File: src/rtl/d_sc_serial_remainder_engine_if.sv
// Handshake and result bundle between the codeword source, the serial remainder
// engine (slave) and the downstream syndrome-evaluation stage.
interface d_sc_serial_remainder_engine_if #(
    parameter int REM_W = 168
);
    logic             i_cw_start;
    logic             i_cw_valid;
    logic             i_cw_bit;
    logic             o_cw_ready;
    logic             o_busy;
    logic             o_rem_valid;
    logic             i_rem_ack;
    logic [REM_W-1:0] o_remainders;
    logic             o_rem_zero;

    modport slave (
        input  i_cw_start, i_cw_valid, i_cw_bit, i_rem_ack,
        output o_cw_ready, o_busy, o_rem_valid, o_remainders, o_rem_zero
    );

    modport master (
        output i_cw_start, i_cw_valid, i_cw_bit, i_rem_ack,
        input  o_cw_ready, o_busy, o_rem_valid, o_remainders, o_rem_zero
    );
endinterface

File: src/rtl/d_sc_serial_remainder_engine.sv
// Serial BCH remainder engine: 14 minimal-polynomial dividers (alpha^1..alpha^27, GF(2^12)).
// Optional registered all-zero flag enabled by defining D_SC_REM_ZERO_DETECT_EN.
module d_sc_min_poly_div_cell #(
    parameter logic [11:0] M_LOW = 12'h099
) (
    input  logic        i_message,
    input  logic [11:0] i_remainder,
    output logic [11:0] o_nxt_remainder
);
    assign o_nxt_remainder = {i_remainder[10:0], i_message}
                           ^ (i_remainder[11] ? M_LOW : 12'h000);
endmodule

module d_sc_serial_remainder_engine #(
    parameter int CW_LEN = 4095,
    parameter int CNT_W  = 12
) (
    input logic                           i_clk,
    input logic                           i_nRESET,
    d_sc_serial_remainder_engine_if.slave bus
);
    localparam int          GF_M      = 12;
    localparam int          NUM_CELLS = 14;
    localparam int          REM_W     = GF_M * NUM_CELLS;
    localparam logic [11:0] PRIM_LOW  = 12'h099;
    localparam logic [CNT_W-1:0] LAST_IDX = CNT_W'(CW_LEN - 1);

    function automatic logic [11:0] gf_mul(input logic [11:0] a, input logic [11:0] b);
        logic [11:0] r;
        r = 12'h000;
        for (int i = GF_M - 1; i >= 0; i--) begin
            r = {r[10:0], 1'b0} ^ (r[11] ? PRIM_LOW : 12'h000);
            if (b[i]) r = r ^ a;
        end
        return r;
    endfunction

    // Product of (x + beta^(2^k)) over the 12 conjugates of beta = alpha^idx. The monic
    // x^12 term never feeds the lower coefficients, so only the low 12 are tracked.
    function automatic logic [11:0] min_poly_low(input int idx);
        logic [11:0][11:0] poly;
        logic [11:0][11:0] nxt;
        logic [11:0]       conj;
        logic [11:0]       res;
        conj = 12'h001;
        for (int i = 0; i < idx; i++) conj = gf_mul(conj, 12'h002);
        poly    = '0;
        poly[0] = 12'h001;
        for (int k = 0; k < GF_M; k++) begin
            nxt[0] = gf_mul(conj, poly[0]);
            for (int j = 1; j < GF_M; j++) nxt[j] = poly[j-1] ^ gf_mul(conj, poly[j]);
            poly = nxt;
            conj = gf_mul(conj, conj);
        end
        for (int j = 0; j < GF_M; j++) res[j] = |poly[j];
        return res;
    endfunction

    typedef enum logic [1:0] {IDLE, SHIFT, HOLD} state_t;

    state_t           state_q, state_d;
    logic [CNT_W-1:0] cnt_q;
    logic [REM_W-1:0] rem_q;
    logic [REM_W-1:0] rem_nxt;
    logic             clear;
    logic             load;

    for (genvar k = 0; k < NUM_CELLS; k++) begin : g_cell
        d_sc_min_poly_div_cell #(
            .M_LOW(min_poly_low(2 * k + 1))
        ) u_cell (
            .i_message      (bus.i_cw_bit),
            .i_remainder    (rem_q[GF_M*k +: GF_M]),
            .o_nxt_remainder(rem_nxt[GF_M*k +: GF_M])
        );
    end

    always_comb begin
        state_d = state_q;
        clear   = 1'b0;
        load    = 1'b0;
        case (state_q)
            IDLE: begin
                if (bus.i_cw_start) begin
                    clear   = 1'b1;
                    state_d = SHIFT;
                end
            end
            SHIFT: begin
                if (bus.i_cw_valid) begin
                    load = 1'b1;
                    if (cnt_q == LAST_IDX) state_d = HOLD;
                end
            end
            HOLD: begin
                if (bus.i_rem_ack) begin
                    if (bus.i_cw_start) begin
                        clear   = 1'b1;
                        state_d = SHIFT;
                    end else begin
                        state_d = IDLE;
                    end
                end
            end
            default: state_d = IDLE;
        endcase
    end

    always_ff @(posedge i_clk) begin
        if (!i_nRESET) begin
            state_q <= IDLE;
            cnt_q   <= '0;
            rem_q   <= '0;
        end else begin
            state_q <= state_d;
            if (clear) begin
                cnt_q <= '0;
                rem_q <= '0;
            end else if (load) begin
                cnt_q <= cnt_q + 1'b1;
                rem_q <= rem_nxt;
            end
        end
    end

    // Handshake outputs come straight from the state register: no input-to-output path.
    assign bus.o_cw_ready   = (state_q == SHIFT);
    assign bus.o_rem_valid  = (state_q == HOLD);
    assign bus.o_busy       = (state_q != IDLE);
    assign bus.o_remainders = rem_q;

`ifdef D_SC_REM_ZERO_DETECT_EN
    logic rem_zero_q;

    always_ff @(posedge i_clk) begin
        if (!i_nRESET) begin
            rem_zero_q <= 1'b0;
        end else if (clear) begin
            rem_zero_q <= 1'b0;
        end else if (load) begin
            rem_zero_q <= ~|rem_nxt;
        end
    end

    assign bus.o_rem_zero = rem_zero_q;
`else
    assign bus.o_rem_zero = 1'b0;
`endif
endmodule

File: src/flat_wrapper.sv
// flat-port wrapper written by rule: the top's interface ports become plain ports
module d_sc_serial_remainder_engine_flat 
#(
    parameter int CW_LEN = 4095,
    parameter int CNT_W  = 12
)
  (i_clk, i_nRESET, bus_i_cw_start, bus_i_cw_valid, bus_i_cw_bit, bus_i_rem_ack, bus_o_cw_ready, bus_o_busy, bus_o_rem_valid, bus_o_remainders, bus_o_rem_zero);
  d_sc_serial_remainder_engine_if #(.REM_W(((12) * (14)))) bus_i ();
  input logic i_clk;
  input logic i_nRESET;
  input wire logic [$bits(bus_i.i_cw_start)-1:0] bus_i_cw_start;
  input wire logic [$bits(bus_i.i_cw_valid)-1:0] bus_i_cw_valid;
  input wire logic [$bits(bus_i.i_cw_bit)-1:0] bus_i_cw_bit;
  input wire logic [$bits(bus_i.i_rem_ack)-1:0] bus_i_rem_ack;
  output wire logic [$bits(bus_i.o_cw_ready)-1:0] bus_o_cw_ready;
  output wire logic [$bits(bus_i.o_busy)-1:0] bus_o_busy;
  output wire logic [$bits(bus_i.o_rem_valid)-1:0] bus_o_rem_valid;
  output wire logic [$bits(bus_i.o_remainders)-1:0] bus_o_remainders;
  output wire logic [$bits(bus_i.o_rem_zero)-1:0] bus_o_rem_zero;
  assign bus_i.i_cw_start = bus_i_cw_start;
  assign bus_i.i_cw_valid = bus_i_cw_valid;
  assign bus_i.i_cw_bit = bus_i_cw_bit;
  assign bus_i.i_rem_ack = bus_i_rem_ack;
  assign bus_o_cw_ready = bus_i.o_cw_ready;
  assign bus_o_busy = bus_i.o_busy;
  assign bus_o_rem_valid = bus_i.o_rem_valid;
  assign bus_o_remainders = bus_i.o_remainders;
  assign bus_o_rem_zero = bus_i.o_rem_zero;
  d_sc_serial_remainder_engine #(.CW_LEN(CW_LEN), .CNT_W(CNT_W)) u_core (.i_clk(i_clk), .i_nRESET(i_nRESET), .bus(bus_i));
endmodule
File: config.mk
export PLATFORM = sky130hd
export DESIGN_NAME = d_sc_serial_remainder_engine_flat
export DESIGN_NICKNAME = d
export VERILOG_FILES = /design/src/rtl/d_sc_serial_remainder_engine_if.sv /design/src/rtl/d_sc_serial_remainder_engine.sv /design/src/flat_wrapper.sv
export SDC_FILE = /design/constraint.sdc
export NUM_CORES = 1
export LEC_CHECK = 0
export ABC_CLOCK_PERIOD_IN_PS = 2300
export CAP_MARGIN = 20
export CORE_UTILIZATION = 55
export CTS_CLUSTER_DIAMETER = 120
export DETAILED_ROUTE_END_ITERATION = 6
export PLACE_DENSITY_LB_ADDON = 0.08
export SLEW_MARGIN = 20
export SYNTH_ARGS = -nofsm -noshare
export SYNTH_HDL_FRONTEND = slang
export SYNTH_SLANG_ARGS = --single-unit
File: constraint.sdc
create_clock -name i_clk -period 2.3 [get_ports i_clk]
set_input_delay 0.46 -clock i_clk [delete_from_list [all_inputs] [get_ports i_clk]]
set_output_delay 0.46 -clock i_clk [all_outputs]
set_load 0.03 [all_outputs]
# [Yosys cells after proc, flatten, opt, wreduce, memory -nomap -nowiden]
# Cells that the tools add are included.
[totals] reg_bits=182 latch_bits=0 ram_bits=0 romBits=0 out_inout_bits=172 elab_cells=55 n_memories=0
[classes] n_addsub=1 multipliers=0 n_div=0 magnitude_cmp=0 n_eq_ne=7 n_shift=0 n_mux=25 bitwise_logic=15 reduce_logical=4
[op_table] cell="$xor A12 B12 Y12" count=14
[op_table] cell="$mux W12" count=6
[op_table] cell="$mux W11" count=4
[op_table] cell="$mux W10" count=2
[op_table] cell="$add A12 B1 Y12 const B" count=1
[op_table] cell="$eq A12 B12 Y1 const B" count=1
[op_table] cell="$mux W2" count=4
[op_table] cell="$mux W8" count=1
[op_table] cell="$mux W7" count=1
[op_table] cell="$ne A2 B2 Y1 const B" count=3
[op_table] cell="$pmux W2 S3" count=1
[op_table] cell="$mux W1" count=5
[op_table] cell="$reduce_and A4 Y1" count=1
[op_table] cell="$eq A2 B1 Y1 const B" count=1
[op_table] cell="$eq A2 B2 Y1 const B" count=1
[op_table] cell="$logic_not A2 Y1" count=1
[op_table] cell="$ne A2 B1 Y1 const B" count=1
[op_table] cell="$pmux W1 S2" count=1
[op_table] cell="$reduce_bool A2 Y1" count=1
[op_table] cell="$reduce_or A2 Y1" count=1
[op_table] cell="$not A1 Y1" count=1

# [Logic depth before layout (Yosys ltp)]
[depth] word_depth=4 depth_mapped=6

# [By module]
# Synthesis repeated with hierarchy kept, for this count alone.
[unflattened] hier_cells=998 hier_area_um2=7972.6
[by_module_without_submodules] mod="d_sc_serial_remainder_engine" instances=1 cells_per_inst=820 area_per_inst_um2=6493.7 seq_area_each_um2=3643.5
[by_module_without_submodules] mod="d_sc_min_poly_div_cell at u_core.g_cell[11].u_cell ..." instances=6 cells_per_inst=13 area_per_inst_um2=108.9 seq_area_each_um2=0.0
[by_module_without_submodules] mod="d_sc_min_poly_div_cell at u_core.g_cell[13].u_cell ..." instances=4 cells_per_inst=13 area_per_inst_um2=111.4 seq_area_each_um2=0.0
[by_module_without_submodules] mod="d_sc_min_poly_div_cell at u_core.g_cell[0].u_cell ..." instances=4 cells_per_inst=12 area_per_inst_um2=95.1 seq_area_each_um2=0.0

# [Least setup slack after synthesis]
# Ideal clock, no wire load.
[synth_timing] kind="register to output" startpoint="reg u_core.state_q[0]" endpoint="out bus_o_cw_ready" arrival_ps=929 required_ps=1840 path_slack_ps=911 path_stages_with_launch=2 path_cell_list="dfxtp_1 -> nor2b_1"
[synth_via] elab_chain_len=1
[synth_rtl] item="start: declaration" line="d_sc_serial_remainder_engine.sv:61" source="state_t state_q, state_d;"
[synth_rtl] item="start signal: assignment" line="d_sc_serial_remainder_engine.sv:115" source="state_q <= state_d;"
[synth_rtl] item="$eq A2 B1 Y1" line="d_sc_serial_remainder_engine.sv:127" source="assign bus.o_cw_ready = (state_q == SHIFT);"
[synth_rtl] item="end: declaration" line="flat_wrapper.sv:15" source="output wire logic [$bits(bus_i.o_cw_ready)-1:0] bus_o_cw_ready;"
# No other way between the ends.

# [Final worst setup path]
[layout_timing] startpoint="reg u_core.state_q[1]" endpoint="out bus_o_rem_valid"
[layout_via] elab_chain_len=1
[layout_rtl] item="$eq A2 B2 Y1" line="d_sc_serial_remainder_engine.sv:128" source="assign bus.o_rem_valid = (state_q == HOLD);"
[layout_rtl] item="end: declaration" line="flat_wrapper.sv:17" source="output wire logic [$bits(bus_i.o_rem_valid)-1:0] bus_o_rem_valid;"
# No other way between the ends.

==> metrics.yaml <==
gp_congestion: 0.786
area_growth_pct: 24.2
drt_iter0_drc: 326
synth_top_area_share_pct: 45.6
vias: 6143
yosysTopAreaCell: "dfxtp_1"
cts-hold-fix-buffers: 0
die_h_um: 123
p_comb_share_pct: 11.8
grt_max_degree: 81
synth-edff-count: 0
first_global_vias: 5606
core_um2: 14000
nFillCells: 1088
cp_max_fo: 8
antenna_found_initial: 0
max_freq_mhz: 447
routed_wl_um: 16700
finalCriticalPeriod_ps: 2240
powerDensity_nw_per_um2: 706
grt_pass1_wl_um: 27200
period_share_pct: 97.3
arrival_ps: 1780
synthesis.nets: 933
dieArea_um2: 15000
first_pass_iters: 5
drive_above_1_share_pct: 9.58
fin_skew_ps: 7.40
power_mw: 7.01
syn-instance-count: 925
hold_class: "flip-flop to flip-flop"
synth_top_flop_cell: "dfxtp_1"
clkLatencyLatePin_ps: 430
start_kind: "flip-flop"
cts_tree: "done"
r2r_slack_ps: 670
clock_sinks: 182
diodes: 0
mostFrequentLayoutCell: "dfxtp_1"
grt_usage_pct: 23.1
yosys_register_bits: 182
nets: 997
rows: 43
switching_share_pct: 25.8
root_buffer: "clkbuf_16"
post_synth.cell_area_avg_um2: 8.64
critPathKind: "flip-flop to output port"
antenna_left: 0
crit_chain: "nor2b_1, clkdlybuf4s50_1"
io_pins: 178
setup_viol: 0
die_w_um: 123
seqPwrFrac_pct: 47.1
path_clk_slew_ps: 70
drc: 0
max_stage_delay_ps: 700
cts_inserted_buffers: 17
yosysUniqueCellTypes: 33
cp-end-kind: "output port"
p_leak_nw: 3.01
port_buffers: 176
synth_area_leaders: "dfxtp_1 46%, buf_4 8.5%, xnor2_1 8.4%, nand2_1 8.2%, a21oi_1 6.1%"
critical_path_buf_inv_count: 1
yosys_warnings: 0
cts_max_level: 4
finish.instance_area_um2: 9930
power.internal_mw: 5.20
layout_common_cells: "182 x dfxtp_1, 175 x nand2_1, 175 x clkdlybuf4s50_1"
overflow: 0
finalHoldViolations: 0
p_sw_mw: 1.81
maxSlewViolCount: 0
crit_path_top_delay_cell: "clkdlybuf4s50_1"
synth_area_um2: 7990
synth-seq-area-share_pct: 45.6
initial_core_util_pct: 56.9
required_ps: 1840
timing.hold.ws_ps: 469
ir_worst_vdd_v: 0.000509
place_area_um2: 9350
cts.path.max_buffers: 2
hpwl_um: 11500
cp_top_family: "buffers and inverters"
setup_tns_ps: 0
rsz0062_at_grt: "false"
maxCapViolCount: 0
wire_per_inst_um: 14.2
vias_per_cell: 5.20
async_flop_share_pct: 0
outcome: "complete, no violations"
p_clk_share_pct: 41.1
worst min-delay path, cell delays in order (launching register included):
cell	delay, ps
dfxtp_1	320
nand2_1	50
a21oi_1	50
routing by layer:
metal	wire length, um	vias up	GRT usage, %	share of wire [%]
met5	0	-	0	0
met4	206	0	7.24	1.2
met3	934	18	6.97	5.6
met2	8060	147	37.3	48
met1	7540	2881	29.3	45
li1	-	3097	-	-
per-stage QoR:
step / setup WS (ps) / util [%] / std cells
after global routing: 30.6 / 70.7 / 1182
after CTS: 70.8 / 70.7 / 1182
final: 61.0 / 70.7 / 1182
after global placement: 197 / 66.6 / 1150
after floorplan: 911 / - / 925
after detailed placement: 127 / 66.6 / 1150
sequential cells by signal (all words and copies together), names as in the netlist:
| signal | cells |
|---|---|
| u_core.bus.o_remainders | 168 |
| u_core.cnt_q | 12 |
| u_core.state_q | 2 |
cell usage after synthesis, types with 4 or more instances:
master and number:
a211oi_1 47, a211oi_2 32, a21oi_1 98, buf_1 14
buf_2 43, buf_4 91, clkbuf_1 13, dfxtp_1 182
inv_1 13, nand2_1 175, nor2_1 80, nor4_1 4
o211ai_1 6, o21ai_0 9, o31ai_1 4, or3_1 9
or4_1 4, xnor2_1 77
kinds of logic (layout without fill, tap and decap cells):
kind of cell,after synthesis,count (layout),synth area share [%]
other,1,1,0.0469
AND/OR/NAND/NOR,286,286,14.5
buffers and inverters,174,251,13.1
flip-flops,182,182,45.6
multiplexers,3,3,0.376
AO/OA/AOI/OAI,199,199,17.5
XOR/XNOR,78,78,8.55
adder cells (fa/ha/maj),2,2,0.313
power by group through the flow:
stage	registers, mW	logic [mW]	clock network [mW]
finish	3.30	0.828	2.88
global route	3.31	0.894	3.07
CTS	3.30	0.833	2.92
detailed placement	3.37	0.830	0
global placement	3.37	0.816	0
floorplan	3.42	0.554	0
worst paths after layout:
check / depth (start not counted) / end / start
max: 2 / bus_o_rem_valid / u_core.state_q[1]
min: 2 / u_core.bus.o_remainders[139] / u_core.bus.o_remainders[138]
max reg2reg: 5 / u_core.bus.o_remainders[9] / u_core.state_q[0]
min reg2reg: 2 / u_core.bus.o_remainders[139] / u_core.bus.o_remainders[138]
area by class of cell:
class	count	area [um^2]	share of cell area [%]
flip-flops and latches	182	3640	36.7
multi-input cells	569	3310	33.3
repair buffers	206	2120	21.4
clock buffers	21	460	4.64
well taps	180	225	2.27
clock inverters	11	124	1.25
inverters	13	48.8	0.491
what timing repair did:
item                                    in CTS  in global routing
endpoints found under the setup margin       1                  0
buffers inserted                             0                  0
resized for setup                            1                  0
Note: power is estimated with default switching activity, not from simulation.
